**src/rtl/ysyx_23060236_mmu_pkg.sv**
```systemverilog
// Shared MMU/TLB widths and the TLB entry layout.
// The MMU and TLB agree on VPN/PPN widths through this package.
package ysyx_23060236_mmu_pkg;
  localparam int VPN_W = 20;
  localparam int PPN_W = 20;

  typedef struct packed {
    logic             valid;
    logic [VPN_W-1:0] vpn;
    logic [PPN_W-1:0] ppn;
  } tlb_entry_t;
endpackage

```
**src/rtl/ysyx_23060236_tlb_penc.sv**
```systemverilog
// Lowest-set-bit priority encoder; picks the first free TLB slot for fills.
module ysyx_23060236_tlb_penc #(
  parameter int ENTRIES = 8,
  parameter int IDX_W   = 3
) (
  input  logic [ENTRIES-1:0] req,
  output logic [IDX_W-1:0]   idx,
  output logic               any
);
  always_comb begin
    idx = '0;
    any = |req;
    // Scan downward so the lowest set bit is the last one written.
    for (int i = ENTRIES - 1; i >= 0; i--) begin
      if (req[i]) idx = IDX_W'(i);
    end
  end
endmodule

```
**src/rtl/ysyx_23060236_tlb.sv**
```systemverilog
// Fully-associative VPN->PPN cache: combinational lookup, one-cycle fill,
// global flush, and hit/miss counters for the core.
module ysyx_23060236_tlb
  import ysyx_23060236_mmu_pkg::*;
#(
  parameter int ENTRIES = 8,
  parameter int IDX_W   = 3
) (
  input  logic        clock,
  input  logic        reset,
  input  logic        flush,
  input  logic        lookup_valid,
  input  logic [19:0] tlb_araddr,
  output logic [19:0] tlb_rdata,
  output logic        tlb_hit,
  input  logic [19:0] tlb_awaddr,
  input  logic [19:0] tlb_wdata,
  input  logic        tlb_wvalid,
  output logic [31:0] hit_cnt,
  output logic [31:0] miss_cnt
);
  tlb_entry_t [ENTRIES-1:0] ent_q, ent_d;
  logic [IDX_W-1:0]         rr_ptr_q, rr_ptr_d;
  logic [31:0]              hit_cnt_q, hit_cnt_d;
  logic [31:0]              miss_cnt_q, miss_cnt_d;

  logic [ENTRIES-1:0] match;
  logic [ENTRIES-1:0] fill_match;
  logic [ENTRIES-1:0] invalid;
  logic [IDX_W-1:0]   inv_idx;
  logic               inv_any;
  logic [IDX_W-1:0]   fill_match_idx;
  logic [IDX_W-1:0]   fill_sel;
  logic               fill_hit;

  for (genvar i = 0; i < ENTRIES; i++) begin : g_ent
    assign match[i]      = ent_q[i].valid & (ent_q[i].vpn == tlb_araddr);
    assign fill_match[i] = ent_q[i].valid & (ent_q[i].vpn == tlb_awaddr);
    assign invalid[i]    = ~ent_q[i].valid;
  end

  ysyx_23060236_tlb_penc #(
    .ENTRIES(ENTRIES),
    .IDX_W  (IDX_W)
  ) u_penc (
    .req(invalid),
    .idx(inv_idx),
    .any(inv_any)
  );

  // The fill policy keeps VPNs unique, so OR-muxing one-hot matches is exact.
  always_comb begin
    tlb_rdata      = '0;
    fill_match_idx = '0;
    for (int i = 0; i < ENTRIES; i++) begin
      tlb_rdata      = tlb_rdata | (ent_q[i].ppn & {PPN_W{match[i]}});
      fill_match_idx = fill_match_idx | (fill_match[i] ? IDX_W'(i) : '0);
    end
  end

  assign tlb_hit  = |match;
  assign fill_hit = |fill_match;
  assign fill_sel = fill_hit ? fill_match_idx : (inv_any ? inv_idx : rr_ptr_q);

  always_comb begin
    ent_d      = ent_q;
    rr_ptr_d   = rr_ptr_q;
    hit_cnt_d  = hit_cnt_q;
    miss_cnt_d = miss_cnt_q;

    if (flush) begin
      for (int i = 0; i < ENTRIES; i++) ent_d[i].valid = 1'b0;
      rr_ptr_d = '0;
    end else if (tlb_wvalid) begin
      ent_d[fill_sel].valid = 1'b1;
      ent_d[fill_sel].vpn   = tlb_awaddr;
      ent_d[fill_sel].ppn   = tlb_wdata;
      if (!fill_hit && !inv_any) rr_ptr_d = rr_ptr_q + IDX_W'(1);
    end

    if (lookup_valid) begin
      if (tlb_hit) hit_cnt_d  = hit_cnt_q + 32'd1;
      else         miss_cnt_d = miss_cnt_q + 32'd1;
    end
  end

  always_ff @(posedge clock) begin
    if (reset) begin
      ent_q      <= '0;
      rr_ptr_q   <= '0;
      hit_cnt_q  <= '0;
      miss_cnt_q <= '0;
    end else begin
      ent_q      <= ent_d;
      rr_ptr_q   <= rr_ptr_d;
      hit_cnt_q  <= hit_cnt_d;
      miss_cnt_q <= miss_cnt_d;
    end
  end

  assign hit_cnt  = hit_cnt_q;
  assign miss_cnt = miss_cnt_q;
endmodule

```
**config.mk**
```make
export PLATFORM = sky130hd
export DESIGN_NAME = ysyx_23060236_tlb
export DESIGN_NICKNAME = d
export VERILOG_FILES = /design/src/rtl/ysyx_23060236_mmu_pkg.sv /design/src/rtl/ysyx_23060236_tlb_penc.sv /design/src/rtl/ysyx_23060236_tlb.sv
export SDC_FILE = /design/constraint.sdc
export NUM_CORES = 1
export LEC_CHECK = 0
export ABC_AREA = 1
export CAP_MARGIN = 20
export CELL_PAD_IN_SITES_DETAIL_PLACEMENT = 1
export CELL_PAD_IN_SITES_GLOBAL_PLACEMENT = 1
export CORE_MARGIN = 10
export CORE_UTILIZATION = 42
export CTS_BUF_LIST = sky130_fd_sc_hd__clkbuf_16
export DETAILED_ROUTE_END_ITERATION = 10
export GPL_TIMING_DRIVEN = 0
export PLACE_DENSITY_LB_ADDON = 0.1
export RECOVER_POWER = 25
export SYNTH_ARGS = -nofsm -noshare
export SYNTH_HDL_FRONTEND = slang
export SYNTH_SLANG_ARGS = --single-unit
export TNS_END_PERCENT = 10
```
**constraint.sdc**
```tcl
create_clock -name clock -period 3.5 [get_ports clock]
set_clock_uncertainty 0.2 [all_clocks]
set_input_delay 0.7 -clock clock [delete_from_list [all_inputs] [get_ports clock]]
set_output_delay 0.7 -clock clock [all_outputs]
set_load 0.03 [all_outputs]
```
======== After elaboration in Yosys (flattened, before gate mapping) ========
Index checks and enable logic that the tools add are counted.
W data, S select, Z words.
word-level totals
  register bits after elaboration ......... 395
  input port bits ......................... 65
  output and inout port bits .............. 85
  logic and storage cells ................. 133
cells by class
  add/subtract/negate cells ............... 3
  $lt $le $gt $ge ......................... 2
  equality and inequality tests ........... 16
  muxes and demuxes ....................... 26
  bitwise operators ....................... 47
  reduce and logical (&&, ||, !) cells .... 12
operator list
  operator                 count
  $bwmux W328              3
  $demux W41 S3            3
  $eq A20 B20 Y1           16
  $and A20 B20 Y20         8
  $or A20 B20 Y20          7
  $add A32 B1 Y32 const B  2
  $mux W3                  14
  $mux W41                 1
  $mux W40                 1
  $reduce_or A8 Y1         3
  $mux W20                 1
  $and A1 B1 Y1            16
  $not A1 Y1               10
  $or A3 B3 Y3             3
  $reduce_and A2 Y1        4
  $lt A3 B4 Y1 const B     1
  $mux W2                  2
  $add A3 B1 Y3 const B    1
  $ge A3 B1 Y1 const B     1
  $or A2 B3 Y3             1
  $logic_and A1 B1 Y1      2
  $logic_not A1 Y1         2
  $or A1 B2 Y2             1
  $or A2 B2 Y2             1
  other kinds (2)          2

======== Longest topological paths before layout ========
Gate-level depths: netlist (run 1).
  depth after elaboration ................. 17
  gate-level depth with buffers ........... 19

======== By module ========
From an unflattened synthesis (run 1), not the netlist that was laid out.
unflattened totals
  cell total of the unflattened synthesis .. 4,093
  area, all modules ....................... 23,901.7 um^2
modules (own cells, without submodules)
  module                  instances  cells an instance  area each (um^2)
  ysyx_23060236_tlb       1          4,071              23,802.8
  ysyx_23060236_tlb_penc  1          22                 98.8

======== Least setup slack after synthesis (run 1) ========
OpenSTA, ideal clock, no wires.
  kind .................................... input to output
  from .................................... in tlb_araddr[17]
  to ...................................... out tlb_rdata[10]
  arrival time ............................ 2,459 ps
  required time ........................... 2,600 ps
  setup slack ............................. 141 ps
  stages .................................. 13
  path buffers ............................ 4
  cell sequence ........................... buf_2 > buf_2 > nand2_1 > o21ai_0 > nor2_1 > nand2_1 > nor2_1 > nand3_1 > clkbuf_1 > inv_1 > clkbuf_1 > a221oi_1 > nand2_1
on the way
  longest elaborated chain between the ends .. 10
  elaborated cells on any way between the ends .. 31
  classes of those cells .................. 8 x eq/ne; 23 x bitwise
ends and longest elaborated chain
  item                           line                     text
  from (decl)                    ysyx_23060236_tlb.sv:13  input logic [19:0] tlb_araddr,
  $eq A20 B20 Y1                 ysyx_23060236_tlb.sv:37  assign match[i] = ent_q[i].valid & (ent_q[i].vpn == tlb_araddr);
  $and A1 B1 Y1                  ysyx_23060236_tlb.sv:37
  $and A20 B20 Y20               ysyx_23060236_tlb.sv:56  tlb_rdata = tlb_rdata | (ent_q[i].ppn & {PPN_W{match[i]}});
  $or A20 B20 Y20 (6 in series)  ysyx_23060236_tlb.sv:56
  $or A20 B20 Y20 (*)            ysyx_23060236_tlb.sv:56
  to (decl)                      ysyx_23060236_tlb.sv:14  output logic [19:0] tlb_rdata,
Every way passes the cells marked *; elsewhere a longest branch is shown, timed or not.

======== Final worst setup path (run 1) ========
  from .................................... reg ent_q[308] (netlist bit)
  to ...................................... out tlb_rdata[1]
on the way
  longest elaborated chain between the ends .. 4
ends and longest elaborated chain
  item                    line                     text
  from (decl)             ysyx_23060236_tlb.sv:22  tlb_entry_t [ENTRIES-1:0] ent_q, ent_d;
  from (signal assigned)  ysyx_23060236_tlb.sv:94  ent_q <= ent_d;
  $eq A20 B20 Y1          ysyx_23060236_tlb.sv:37
  $and A1 B1 Y1           ysyx_23060236_tlb.sv:37
  $and A20 B20 Y20        ysyx_23060236_tlb.sv:56
  $or A20 B20 Y20         ysyx_23060236_tlb.sv:56
Every way passes these cells.

==> metrics, run 1 <==
Gate Count Post-Synth slightly above 4000; area of the multi-input gates approximately 14000 um2; Synth Area in Compound Gates approximately 8.4%; Design Area, Final around 30000 um2; CP Max Fanout 5; Worst Hold Path Cells 3; grt ovf 0; Iter 0 DRT Violations 2722; PwrDens roughly 370 nW/um2; Synth Area in Simple Gates 43.30%; final WL between 100000 and 150000 um; CTS Buf Count 48; detailed-route via count about 29000; Layout area overhead 26.09%; Post-Synth Adder-Cell Area less than 1%; Synth Net Count between 4000 and 5000; asr flop ratio synth 0%; crit start category register; status finished, violations left; DP Worst Slack -2730 ps; Reg-to-Reg End hit_cnt[14]; yosys warns 0; port bufs between 90 and 100; clock root buffer clkbuf_16; wire length per cell 26.46 um; clk buf depth 3; Seq cells post-synth slightly below 400; initial antenna violation count 4; largest family of logic cells by synthesized area simple AND/OR/NAND/NOR gates; first-pass GRT wire length a little under 200000 um; Slew headroom between 20% and 30%; DIE AREA around 66000 um2; number of global-route vias before repair a little under 30000; Setup WS post-layout -205.7 ps; Initial Util a little over two fifths; crit end category output pin; Layout Utilization 53.71%; Max VDD drop approximately 0.00037 V; CTS Sinks between 300 and 400; Logic pwr share 12.4%; Critical Path Start ent_q[308]; mux contribution to synthesized area 0%; nets around 4400; RSZ-0062 raised after global routing yes; Chip Width about 260 um; Switching Fraction 29.80%; Flop pwr share between 40% and 50%; Reg2Reg Launch Point ent_q[163]; Post-synth EDFFs 0; failing checks negative setup slack; Rows 86; FF/Latch Area around 8000 um2; worst reg-to-reg path cell count 13; syn avg cell area about 5.8 um2; CP Data Required Time around 2600 ps; io pins 150; Worst Hold Launch tlb_wdata[7]; Clock power frac between 40% and 50%; DRC errors left 0; synthesized area 23600 um2; DR pass1 iterations 5; hold-fix buffers at CTS 0; Max Cap Viol 0; Hold Crit Class input port to register; H-tree Lvls 2; Final Slew Violations 0; P_sw roughly 3.3 mW; Most used DFF post-synth dfxtp_1; final period utilization 105.9%; clock latency on the worst-skew pair between 600 and 700 ps; share of the synthesized area in the top cell type about 34%; register area share after synthesis 33.50%; core area 55420 um2; Leak between 10 and 15 nW; Reg2Reg Setup Slack ~100 ps; area leader, netlist dfxtp_1; largest cells by area after synthesis dfxtp_1, nand2_1, nor2_1; synth unique cells 45; Tot GR Track Use between 30% and 40%; Final min period 3706 ps; Hold Vio Cnt, Final 0; Cell Area, Placed 25540 um2; Worst EP arrival 2810 ps; fillers ~7700; Pint between 7 and 8 mW; Worst-path clk slew about 60 ps; CTS tree done; area share of xor/xnor cells in the synthesized design 2.969%; Final ANT Viol Nets 0; Worst Hold End ent_q[130]; hpwl dp 93890 um; largest net degree at the start of global routing 14; most frequent cell after synthesis nand2_1; setup tns final -3520 ps; drt via density 5.650; GP Congestion approximately 1.1; Worst-Margin Slew ~1100 ps; share of cells above drive strength 1 between 10% and 20%; Fmax between 0.2 and 0.3 GHz; Post-synth top cells nand2_1, nor2_1, inv_1; total chip power 10.97 mW; Setup CP Type register to output pin; endpoints failing setup between 40 and 50; Die Y ~260 um
[cell type report]
cell class / count / area share, %
timing repair buffer: 194 / 6.752
tap: 748 / 3.145
sequential: 395 / 26.81
clock buffer: 48 / 4.036
clock inverter: 39 / 1.009
antenna: 2 / 0.01682
buffer: 201 / 5.091
inverter: 460 / 6.163
multi-input combinational: 3034 / 46.98
[stage by stage]
| step | hold WS (ps) | instances |
|---|---|---|
| after global placement | 270.0 | 4937 |
| final | 227.8 | 5121 |
| after CTS | 222.7 | 5111 |
| after global routing | 263.5 | 5120 |
| after detailed placement | 280.1 | 4938 |
| after floorplan | 247.5 | 4090 |
[metal layers]
metal	wire length, um	GRT usage, %
met1	51120	45.91
met2	61310	63.48
met3	10730	5.911
met4	12350	31.49
met5	10	0
[power groups by stage]
stage | Clock [mW] | Sequential (mW) | Combinational (mW)
final | 5.01 | 4.59 | 1.36
after global routing | 5.18 | 4.60 | 1.41
after CTS | 4.98 | 4.59 | 1.28
after detailed placement | 0 | 4.68 | 1.13
after global placement | 0 | 4.68 | 1.12
after floorplan | 0 | 4.67 | 0.620
[placed cells by master, fill, tap and decap left out, types with 11 or more instances in the layout]
master	synthesis	routed
dlygate4sd3_1	0	59
inv_1	434	409
clkbuf_2	20	24
nand2_1	1432	1393
o211ai_1	12	12
o21ai_1	27	40
clkbuf_1	53	39
o22ai_1	49	29
a21oi_1	49	49
nor2_1	991	961
buf_4	9	85
clkbuf_16	0	57
o21ai_0	159	139
buf_2	101	63
buf_6	12	59
nand2_2	1	31
clkinvlp_4	0	20
nand3_1	96	85
clkinv_1	1	15
a221oi_2	0	28
dfxtp_1	395	351
nor2_2	7	31
dfxtp_2	0	38
inv_2	24	33
buf_12	0	19
xnor2_1	45	40
nand2_4	2	11
nor3_1	26	25
xor2_1	35	24
nand4_1	19	19
o22ai_2	0	15
[worst max-delay path: stages (launching register included)]
cell and delay (ps):
dfxtp_2 340, inv_2 50, o211ai_1 490, nor2_2 100
nand3_4 210, clkinvlp_4 240, clkbuf_16 230, a221oi_4 250
nand2_2 110, buf_6 150
[repair_timing]
action,CTS,global route
setup buffers,79,8
pin swaps,55,12
resized for setup,603,88
cloned,7,0
endpoints found under the setup margin,415,341
[cell families (layout without fill, tap and decap cells)]
group           Yosys count  in the layout
fa+ha+maj                 3              3
xor+xnor                 80             80
simple gates           2608           2608
compound gates          343            343
flops                   395            395
other cells               0              2
buf+inv                 661            942
[how the worst max path moves through the flow]
stage	end	slack (ps)	depth (start not counted)
2_1_floorplan	tlb_rdata[10]	140	13
3_3_place_gp	tlb_rdata[8]	-2730	12
3_5_place_dp	tlb_rdata[8]	-2730	12
4_1_cts	tlb_rdata[19]	-160	9
5_1_grt	tlb_rdata[0]	-210	14
6_report	tlb_rdata[1]	-210	9
[flip-flops by register name, summed over array words and instances, names as in the netlist]
| register | count |
|---|---|
| ent_q | 328 |
| hit_cnt | 32 |
| rr_ptr_q | 3 |
| miss_cnt | 32 |
Power figures use the tool's default switching activity.
==> run 2: changes to the inputs <==
GPL_ROUTABILITY_DRIVEN = 0   (was not set)
==> metrics, run 2 (synthesis results as in run 1) <==
Initial Util between 40% and 50%; H-tree Lvls 2; Max Cap Viol 0; clock root buffer clkbuf_16; final period utilization 106.3%; Flop pwr share 42.0%; drt via density roughly 5.7; worst setup path endpoint tlb_rdata[19]; P_sw 3.256 mW; Tot GR Track Use 37.99%; Pint approximately 7.7 mW; DIE AREA roughly 66000 um2; Rows 86; status finished, violations left; detailed-route via count ~29000; Chip Width 257.1 um; fillers between 7000 and 8000; final WL ~130000 um; FF/Latch Area roughly 8000 um2; wire length per cell around 26 um; Iter 0 DRT Violations ~2800; Largest register FFs approximately 330; most frequent cells in the layout nand2_1, nor2_1, inv_1, dfxtp_1, o21ai_0; core area ~55000 um2; crit end category output pin; total chip power roughly 11 mW; Layout area overhead 26.87%; Leak 14.73 nW; io pins 150; Worst EP arrival between 2000 and 3000 ps; clk buf depth 3; Reg-to-Reg End ent_q[203]; DRC errors left 0; failing checks negative setup slack; number of global-route vias before repair between 20000 and 30000; Max VDD drop roughly 0.00032 V; Reg2Reg Setup Slack -60 ps; DR pass1 iterations 5; hold-fix buffers at CTS 0; grt ovf 0; Hold Crit Class input port to register; Worst-path clk slew about 60 ps; clock latency on the worst-skew pair 650 ps; commonest non-fill, non-tap cell in the layout nand2_1; Critical Path Start tlb_araddr[5]; largest net degree at the start of global routing 14; Clock power frac 45.8%; setup tns final -8322 ps; area of the multi-input gates between 10000 and 15000 um2; Worst-Margin Slew 1236 ps; Hold Vio Cnt, Final 0; Final ANT Viol Nets 0; Fmax ~0.27 GHz; endpoints failing setup around 150; nets ~4400; Top reg by flops ent_q; first-pass GRT wire length about 190000 um; Switching Fraction 29.77%; Final Slew Violations 0; share of cells above drive strength 1 between 10% and 20%; port bufs 99; Setup CP Type input port to output pin; PwrDens approximately 370 nW/um2; Logic pwr share roughly an eighth; CP Data Required Time 2600 ps; CP Max Fanout 8; Setup WS post-layout -219.8 ps; initial antenna violation count 5; CTS Buf Count 47; RSZ-0062 raised after global routing yes; CTS Sinks slightly below 400; Slew headroom between 15 and 20%; CTS tree done; crit start category input port; hpwl dp between 80000 and 90000 um; Final min period between 3000 and 4000 ps; Die Y about 260 um; Reg2Reg Launch Point ent_q[322]; worst reg-to-reg path cell count 15
run 2: cell count changes in the layout (fill, tap and decap cells not counted), sizes merged, moves of 4 or more:
cell	before	now
buf	243	227
clkbuf	133	140
clkdlybuf4s50	7	2
dlygate4sd3	59	64
diode	2	6
run 2: area by class of cell:
type                       count  area share, %
inverter                     460          6.138
tap                          748          3.126
timing repair buffer         185          6.213
buffer                       201          5.085
sequential                   395          26.71
clock buffer                  48          4.011
antenna                        6        0.05014
multi-input combinational   3034          47.70
clock inverter                34         0.9611
run 2: worst min-delay path by stage:
stage / start / to / slack [ps] / depth (start not counted)
CTS: tlb_wdata[9] / ent_q[173] / 230 / 3
floorplan: rr_ptr_q[0] / rr_ptr_q[0] / 250 / 1
finish: tlb_wdata[14] / ent_q[301] / 220 / 3
global placement: rr_ptr_q[0] / rr_ptr_q[0] / 270 / 1
detailed placement: hit_cnt[3] / hit_cnt[3] / 290 / 1
global route: tlb_wdata[14] / ent_q[260] / 230 / 3
run 2: power groups by stage:
| stage | Clock [mW] | Combinational (mW) | Sequential (mW) |
|---|---|---|---|
| 2_1_floorplan | 0 | 0.620 | 4.67 |
| 3_3_place_gp | 0 | 1.09 | 4.68 |
| 3_5_place_dp | 0 | 1.10 | 4.68 |
| 4_1_cts | 4.98 | 1.21 | 4.59 |
| 5_1_grt | 5.20 | 1.38 | 4.59 |
| 6_report | 5.01 | 1.34 | 4.59 |
run 2: metrics by stage:
stage                     util [%]  setup WS, ps  instances  hold WS (ps)  area, um2
after floorplan                  -         140.9       4090         247.5      23600
after CTS                    52.49        -112.6       5088         228.8      29090
final                        54.03        -219.8       5111         218.3      29940
after global placement       46.07         -2928       4937         265.6      25530
after global routing         54.02        -213.2       5107         225.8      29930
after detailed placement     46.10         -2908       4938         291.7      25540
run 2: critical path, stage by stage:
cell        delay [ps]
buf_8              130
clkinvlp_4         250
o21ai_2            280
nor2_1              80
nand2_1            110
nor2_2              70
nand3_4            200
clkinvlp_4         220
buf_6              190
a221oi_4           280
nand2_2            130
buf_6              160
run 2: routing by layer:
| metal | wire length [um] | up-vias | global-route usage (%) |
|---|---|---|---|
| li1 | - | 12910 | - |
| met1 | 48540 | 13960 | 42.39 |
| met2 | 58730 | 1608 | 59.94 |
| met3 | 12670 | 590 | 10.46 |
| met4 | 12160 | 6 | 31.06 |
| met5 | 48 | - | 1.649 |
run 2: timing repair:
action	CTS	global route
gates cloned	7	0
buffers inserted	61	17
setup endpoints to repair	406	349
pin swaps	36	53
hold endpoints to repair	0	0
gates resized for setup	582	194
